File: src/rtl/matrix_transpose_unit.sv
// matrix_transpose_unit
// Multi-cycle transpose of a signed M_ROWS x N_COLS matrix into a registered
// N_COLS x M_ROWS result, driven by a start/busy/done handshake.
// The input is captured into a snapshot on the start edge, then one element
// per cycle is copied in row-major order of the source.
// Build option: define MTU_SINGLE_CYCLE_EN to write the whole result on the
// start edge (no snapshot, no element index); COPY then lasts a single cycle.
//
// Handshake timing with start sampled at edge k:
//   busy rises at edge k and falls at edge k + M*N (the last copy edge),
//   the FSM sits in DONE for one cycle, and done is high for exactly one
//   cycle starting at edge k + M*N + 1. With MTU_SINGLE_CYCLE_EN, busy is
//   high for one cycle and done rises at edge k + 2.

module matrix_transpose_unit #(
    parameter int DATA_WIDTH = 8,
    parameter int M_ROWS     = 2,
    parameter int N_COLS     = 3
) (
    input  logic                         clk,
    input  logic                         rst,
    input  logic                         op_start_transpose,
    input  logic signed [DATA_WIDTH-1:0] input_matrix [0:M_ROWS-1][0:N_COLS-1],
    output logic signed [DATA_WIDTH-1:0] output_matrix_transposed [0:N_COLS-1][0:M_ROWS-1],
    output logic                         op_busy_transpose,
    output logic                         op_done_transpose
);

    localparam int NUM_ELEM = M_ROWS * N_COLS;
    localparam int IDX_W    = (NUM_ELEM > 1) ? $clog2(NUM_ELEM) : 1;

    typedef enum logic [1:0] {
        ST_IDLE = 2'd0,
        ST_COPY = 2'd1,
        ST_DONE = 2'd2
    } state_t;

    state_t state_q, state_d;
    logic   busy_q, busy_d;
    logic   done_q, done_d;
    logic   start_accept;

    logic signed [DATA_WIDTH-1:0] res_q [0:N_COLS-1][0:M_ROWS-1];
    logic signed [DATA_WIDTH-1:0] res_d [0:N_COLS-1][0:M_ROWS-1];

`ifndef MTU_SINGLE_CYCLE_EN
    logic signed [DATA_WIDTH-1:0] snap_q [0:M_ROWS-1][0:N_COLS-1];
    logic signed [DATA_WIDTH-1:0] snap_d [0:M_ROWS-1][0:N_COLS-1];
    logic [IDX_W-1:0] idx_q, idx_d;
    logic             last_elem;

    assign last_elem = (idx_q == IDX_W'(NUM_ELEM - 1));
`endif

    // A start is only honoured in IDLE; starts in COPY or DONE are dropped.
    assign start_accept = (state_q == ST_IDLE) && op_start_transpose;

    // State register
    always_ff @(posedge clk or posedge rst) begin
        if (rst) begin
            state_q <= ST_IDLE;
        end else begin
            state_q <= state_d;
        end
    end

    // Next-state logic
    always_comb begin
        state_d = state_q;
        case (state_q)
            ST_IDLE: begin
                if (op_start_transpose) begin
                    state_d = ST_COPY;
                end
            end
            ST_COPY: begin
`ifdef MTU_SINGLE_CYCLE_EN
                state_d = ST_DONE;
`else
                if (last_elem) begin
                    state_d = ST_DONE;
                end
`endif
            end
            ST_DONE: state_d = ST_IDLE;
            default: state_d = ST_IDLE;
        endcase
    end

    // Output logic: busy follows the COPY state, done is a one-cycle pulse
    // registered from the DONE state.
    always_comb begin
        busy_d = (state_d == ST_COPY);
        done_d = (state_q == ST_DONE);
    end

    // Handshake output registers
    always_ff @(posedge clk or posedge rst) begin
        if (rst) begin
            busy_q <= 1'b0;
            done_q <= 1'b0;
        end else begin
            busy_q <= busy_d;
            done_q <= done_d;
        end
    end

    // Datapath next-state: snapshot capture, element index and result writes
    always_comb begin
        res_d = res_q;
`ifdef MTU_SINGLE_CYCLE_EN
        // Without a snapshot the only way to honour "input as sampled at the
        // start edge" is to write the whole transpose on that edge.
        if (start_accept) begin
            for (int r = 0; r < M_ROWS; r++) begin
                for (int c = 0; c < N_COLS; c++) begin
                    res_d[c][r] = input_matrix[r][c];
                end
            end
        end
`else
        snap_d = snap_q;
        idx_d  = idx_q;
        if (start_accept) begin
            snap_d = input_matrix;
            idx_d  = '0;
        end else if (state_q == ST_COPY) begin
            if (!last_elem) begin
                idx_d = idx_q + IDX_W'(1);
            end
            for (int r = 0; r < M_ROWS; r++) begin
                for (int c = 0; c < N_COLS; c++) begin
                    if (idx_q == IDX_W'(r * N_COLS + c)) begin
                        res_d[c][r] = snap_q[r][c];
                    end
                end
            end
        end
`endif
    end

    // Datapath registers; reset clears any partial result.
    always_ff @(posedge clk or posedge rst) begin
        if (rst) begin
            for (int c = 0; c < N_COLS; c++) begin
                for (int r = 0; r < M_ROWS; r++) begin
                    res_q[c][r] <= '0;
                end
            end
`ifndef MTU_SINGLE_CYCLE_EN
            for (int r = 0; r < M_ROWS; r++) begin
                for (int c = 0; c < N_COLS; c++) begin
                    snap_q[r][c] <= '0;
                end
            end
            idx_q <= '0;
`endif
        end else begin
            res_q <= res_d;
`ifndef MTU_SINGLE_CYCLE_EN
            snap_q <= snap_d;
            idx_q  <= idx_d;
`endif
        end
    end

    assign output_matrix_transposed = res_q;
    assign op_busy_transpose        = busy_q;
    assign op_done_transpose        = done_q;

endmodule

File: config.mk
export PLATFORM = sky130hd
export DESIGN_NAME = matrix_transpose_unit
export DESIGN_NICKNAME = d
export VERILOG_FILES = /design/src/rtl/matrix_transpose_unit.sv
export SDC_FILE = /design/constraint.sdc
export NUM_CORES = 1
export LEC_CHECK = 0
export CAP_MARGIN = 15
export CORE_UTILIZATION = 44
export CTS_CLUSTER_DIAMETER = 120
export DETAILED_ROUTE_END_ITERATION = 6
export PLACE_DENSITY = 0.85
export SYNTH_ARGS = -nofsm -noshare
export SYNTH_HDL_FRONTEND = slang
export SYNTH_SLANG_ARGS = --single-unit
File: constraint.sdc
create_clock -name clk -period 3 [get_ports clk]
set_clock_uncertainty 0.1 [all_clocks]
set_input_delay 0.3 -clock clk [delete_from_list [all_inputs] [get_ports clk]]
set_output_delay 0.3 -clock clk [all_outputs]
set_load 0.1 [all_outputs]
== Word level (Yosys, flattened, before mapping) ==
Cells that the tools add are included.

* Output and inout bits: 50
* Flip-flop bits (word level): 103
* Input bits: 51

* Reductions and logical operators: 11
* Bitwise operators: 1
* Mux-type cells: 6
* Eq/ne operators: 9
* Add/sub/neg operators: 1

{| class="wikitable"
|+ Operators with widths
! operator !! count
|-
| $reduce_and 3->1 || 6
|-
| $mux 3 || 3
|-
| $eq 3x2->1 const B || 2
|-
| $eq 3x3->1 const B || 2
|-
| $eq 2x1->1 const B || 2
|-
| $mux 2 || 2
|-
| $pmux 2 s2 || 1
|-
| $add 3x1->3 const B || 1
|-
| $eq 3x1->1 const B || 1
|-
| $logic_not 3->1 || 1
|-
| $eq 2x2->1 const B || 1
|-
| $logic_not 2->1 || 1
|-
| $ne 2x2->1 const B || 1
|-
| $reduce_and 2->1 || 1
|-
| $reduce_bool 2->1 || 1
|-
| $logic_and 1x1->1 || 1
|-
| $not 1->1 || 1
|}

== Longest topological paths before layout ==
* Word-level depth: 4
* Mapped depth: 5
* Depth with buffers taken out: 5

== Least setup slack after synthesis ==
OpenSTA, ideal clock, no wires.

* Kind: flip-flop to flip-flop
* Start: reg idx_q[1]
* End: reg res_q (netlist bit output_matrix_transposed[0])
* Data arrival time: 1294 ps
* Library setup time: 126 ps
* Required time: 2774 ps
* Clock period less this slack: 1520 ps
* Stages on the path, launching flop included: 6
* Setup slack: 1480 ps
* Path through: dfrtp_1 -> inv_1 -> ha_1 -> and2_1 -> nand2_2 -> mux2_2

* Word-level cells in the longest chain between the ends: 2

{| class="wikitable"
|+ Ends and longest elaborated chain
! element !! line !! text
|-
| start: declaration || 49 || <nowiki>logic [IDX_W-1:0] idx_q, idx_d;</nowiki>
|-
| start signal: assignment || 162 || <nowiki>idx_q <= idx_d;</nowiki>
|-
| $eq 3x3->1 || 133 || <nowiki>if (idx_q == IDX_W'(r * N_COLS + c)) begin</nowiki>
|-
| $reduce_and 3->1 (no line) || n/a ||
|-
| end signal: assignment || 159 || <nowiki>res_q <= res_d;</nowiki>
|-
| end: declaration || 43 || <nowiki>logic signed [DATA_WIDTH-1:0] res_q [0:N_COLS-1][0:M_ROWS-1];</nowiki>
|}

Every way passes these cells.
A chain may end at the register's enable or synchronous reset.

== Final worst setup path ==
* Start: reg idx_q[1]
* End: reg res_q (netlist bit output_matrix_transposed[6])

The elaborated chain is that of the path after synthesis.

==> metrics.txt <==
first-pass GRT wire length=11600 um; routability cong.=0.693; Initial Utilization=46.1%; vias in the first global route=2387; setup bufs post-CTS=0; number of CTS-inserted buffers=9; area grow syn2layout=28.1%; initial antenna violation count=0; Mapped Area=0.00408 mm2; Worst R2R End=output_matrix_transposed[6]; Resize count post-CTS=0; CP Buf/Inv Count=1; critical path's top delay family=flip-flops; die width=98.3 um; setup tns final=0 ns; share of the synthesized area in the top cell type=63.2%; Rows=34; Unique masters post-synth=22; CTS H-tree depth=3; post-route setup slack=1.32 ns; Final setup viols=0; Synth Area per Inst=16.9 um2; Final Instance Count excl. Fillers=459; Tot GR Track Use=15.4%; DIE AREA=0.00966 mm2; Sinks on Clock Net=103; r2r startpoint=idx_q[1]; Vias/cell=4.92; Syn Nets=298; top post-synthesis cells by area=dfrtp_1 63%, mux2_2 20%, mux2_4 8.8%, ha_1 1.5%, buf_6 1.1%; buffer depth of the longest clock path=2; Post-DP HPWL=4840 um; Arr. time, crit path=1.81 ns; Seq/Total Area, Yosys=63.2%; status=finished with violations; Synth warnings=0; Final Cycle Share=56.1%; RSZ-0062 raised after global routing=false; drt total wl=6930 um; Max Cap Viol=0; relative slew slack=64.4%; Post-Place Cells=443; clock-pin slew on the worst setup and hold paths=0.09 ns; DRT iter0 DRCs=37; CP Max Fanout=9; failing checks=design-rule violations; WS Path Type=register to register; post-route ant nets=0; crit start category=register; Final min period=1.68 ns; Skew-Pair Late Insertion Delay=0.35 ns; Tightest Pin Transition=0.534 ns; CTS Hold Bufs=0; PortBufs=100; DR pass1 iterations=7; Slew Limit Fails=0; Place WS=1.04 ns; FF+latch count, synth=103; number of diodes=0; final hold viol count=0; clock root cell=clkbuf_8; fin nets=402; gr ovfl total=0; Highest Clock Rate=594 MHz; Fill cells=690; DRC violations left=6; reg2reg path depth=5; I/O Pins=101; die height=98.3 um; cell taking the most area after synthesis=dfrtp_1; CTS tree=yes; worst path cell trace=inv_1 > ha_1 > and2_1 > nand2_2 > mux2_2; area of the core=0.00885 mm2; cells after synthesis=242; Min-Delay Path Class=primary input to asynchronous set/reset pin; r2r setup slk=1.32 ns; routed via count=2258; fraction of layout cells with a size suffix above 1=49.3%; CP required=3.13 ns; Avg WL per Cell=15.1 um; pin count of the biggest net entering global routing=104; crit-path max cell delay=0.40 ns; Worst Setup End Kind=register; Worst path slowest cell=dfrtp_1
sequential cells by signal, indices dropped and copies added (netlist names):
signal	cells
output_matrix_transposed	48
state_q	2
op_busy_transpose	1
idx_q	3
snap_q	48
op_done_transpose	1
cell type report:
type | instances | area, um2 | area share, %
Clock inverter | 5 | 38.8 | 0.742
Multi-Input combinational cell | 124 | 1400 | 26.8
Tap cell | 108 | 135 | 2.59
Timing Repair Buffer | 103 | 911 | 17.4
Inverter | 5 | 22.5 | 0.431
Clock buffer | 11 | 141 | 2.71
Sequential cell | 103 | 2580 | 49.3
routing by layer:
| layer | share of wire [%] | wire [um] | global-route usage, % | vias up |
|---|---|---|---|---|
| met5 | 0 | 0 | 0 | - |
| met4 | 0.79 | 55 | 5.86 | 0 |
| met3 | 5.3 | 369 | 4.29 | 8 |
| met2 | 51 | 3520 | 25.1 | 61 |
| met1 | 43 | 2990 | 19.6 | 1137 |
| li1 | - | - | - | 1052 |
cell usage in the layout, fill, tap and decap left out, types with 2 or more instances in the layout:
cell type	synthesis	final
o21ai_0	3	3
dfrtp_1	103	103
clkbuf_8	0	10
inv_1	5	4
clkdlybuf4s50_1	0	50
a21o_1	2	2
buf_4	5	52
inv_6	0	3
and3_4	3	3
nand3_1	2	2
ha_1	5	5
clkinvlp_4	0	2
mux2_2	72	72
nand2_2	2	2
a21oi_1	3	3
mux2_4	24	24
how the worst max path moves through the flow:
stage	startpoint	to	slack, ns	cells past startpoint
floorplan	rst	idx_q[0]	1.37	1
detailed placement	op_start_transpose	snap_q[30]	1.04	4
global route	state_q[1]	snap_q[22]	1.23	3
CTS	idx_q[1]	output_matrix_transposed[6]	1.30	5
global placement	op_start_transpose	snap_q[25]	1.05	4
finish	idx_q[1]	output_matrix_transposed[6]	1.32	5
worst min-delay path, cell delays in order:
cell	delay, ns
clkdlybuf4s50_1	0.45
clkinvlp_4	0.10
buf_12	0.40
synthesized netlist by cell type:
cell type / count
buf_2: 1
a21oi_1: 3
buf_6: 4
dfrtp_1: 103
nor2b_4: 1
nand3_2: 1
o21ai_0: 3
inv_1: 5
and3_4: 3
or3_1: 1
a21o_1: 2
and2_1: 1
nand2_2: 2
mux2_4: 24
mux2_2: 72
ha_1: 5
nor2b_1: 1
nor3b_1: 1
nand2b_1: 1
nand2_1: 1
buf_4: 5
nand3_1: 2
stage by stage:
| stage | area, um2 | hold WS [ns] | utilization, % |
|---|---|---|---|
| 2_1_floorplan | 4080 | 0.348 | - |
| 3_3_place_gp | 5050 | 0.384 | 57.0 |
| 3_5_place_dp | 5050 | 0.388 | 57.0 |
| 4_1_cts | 5230 | 0.374 | 59.1 |
| 5_1_grt | 5230 | 0.387 | 59.1 |
| 6_report | 5230 | 0.343 | 59.1 |
kinds of logic (layout without fill, tap and decap cells):
family | count (synthesis) | in the layout | share of synthesized area (%)
DFF | 103 | 103 | 63.2
buffers and inverters | 15 | 124 | 2.61
adders and majority gates | 5 | 5 | 1.53
AOI/OAI and AO/OA | 8 | 8 | 1.10
and+or+nand+nor | 15 | 15 | 2.85
muxes | 96 | 96 | 28.7
Power is left out: the tool's default activity adds up to more than one toggle a clock period on the data nets, which glitch-free logic cannot reach.
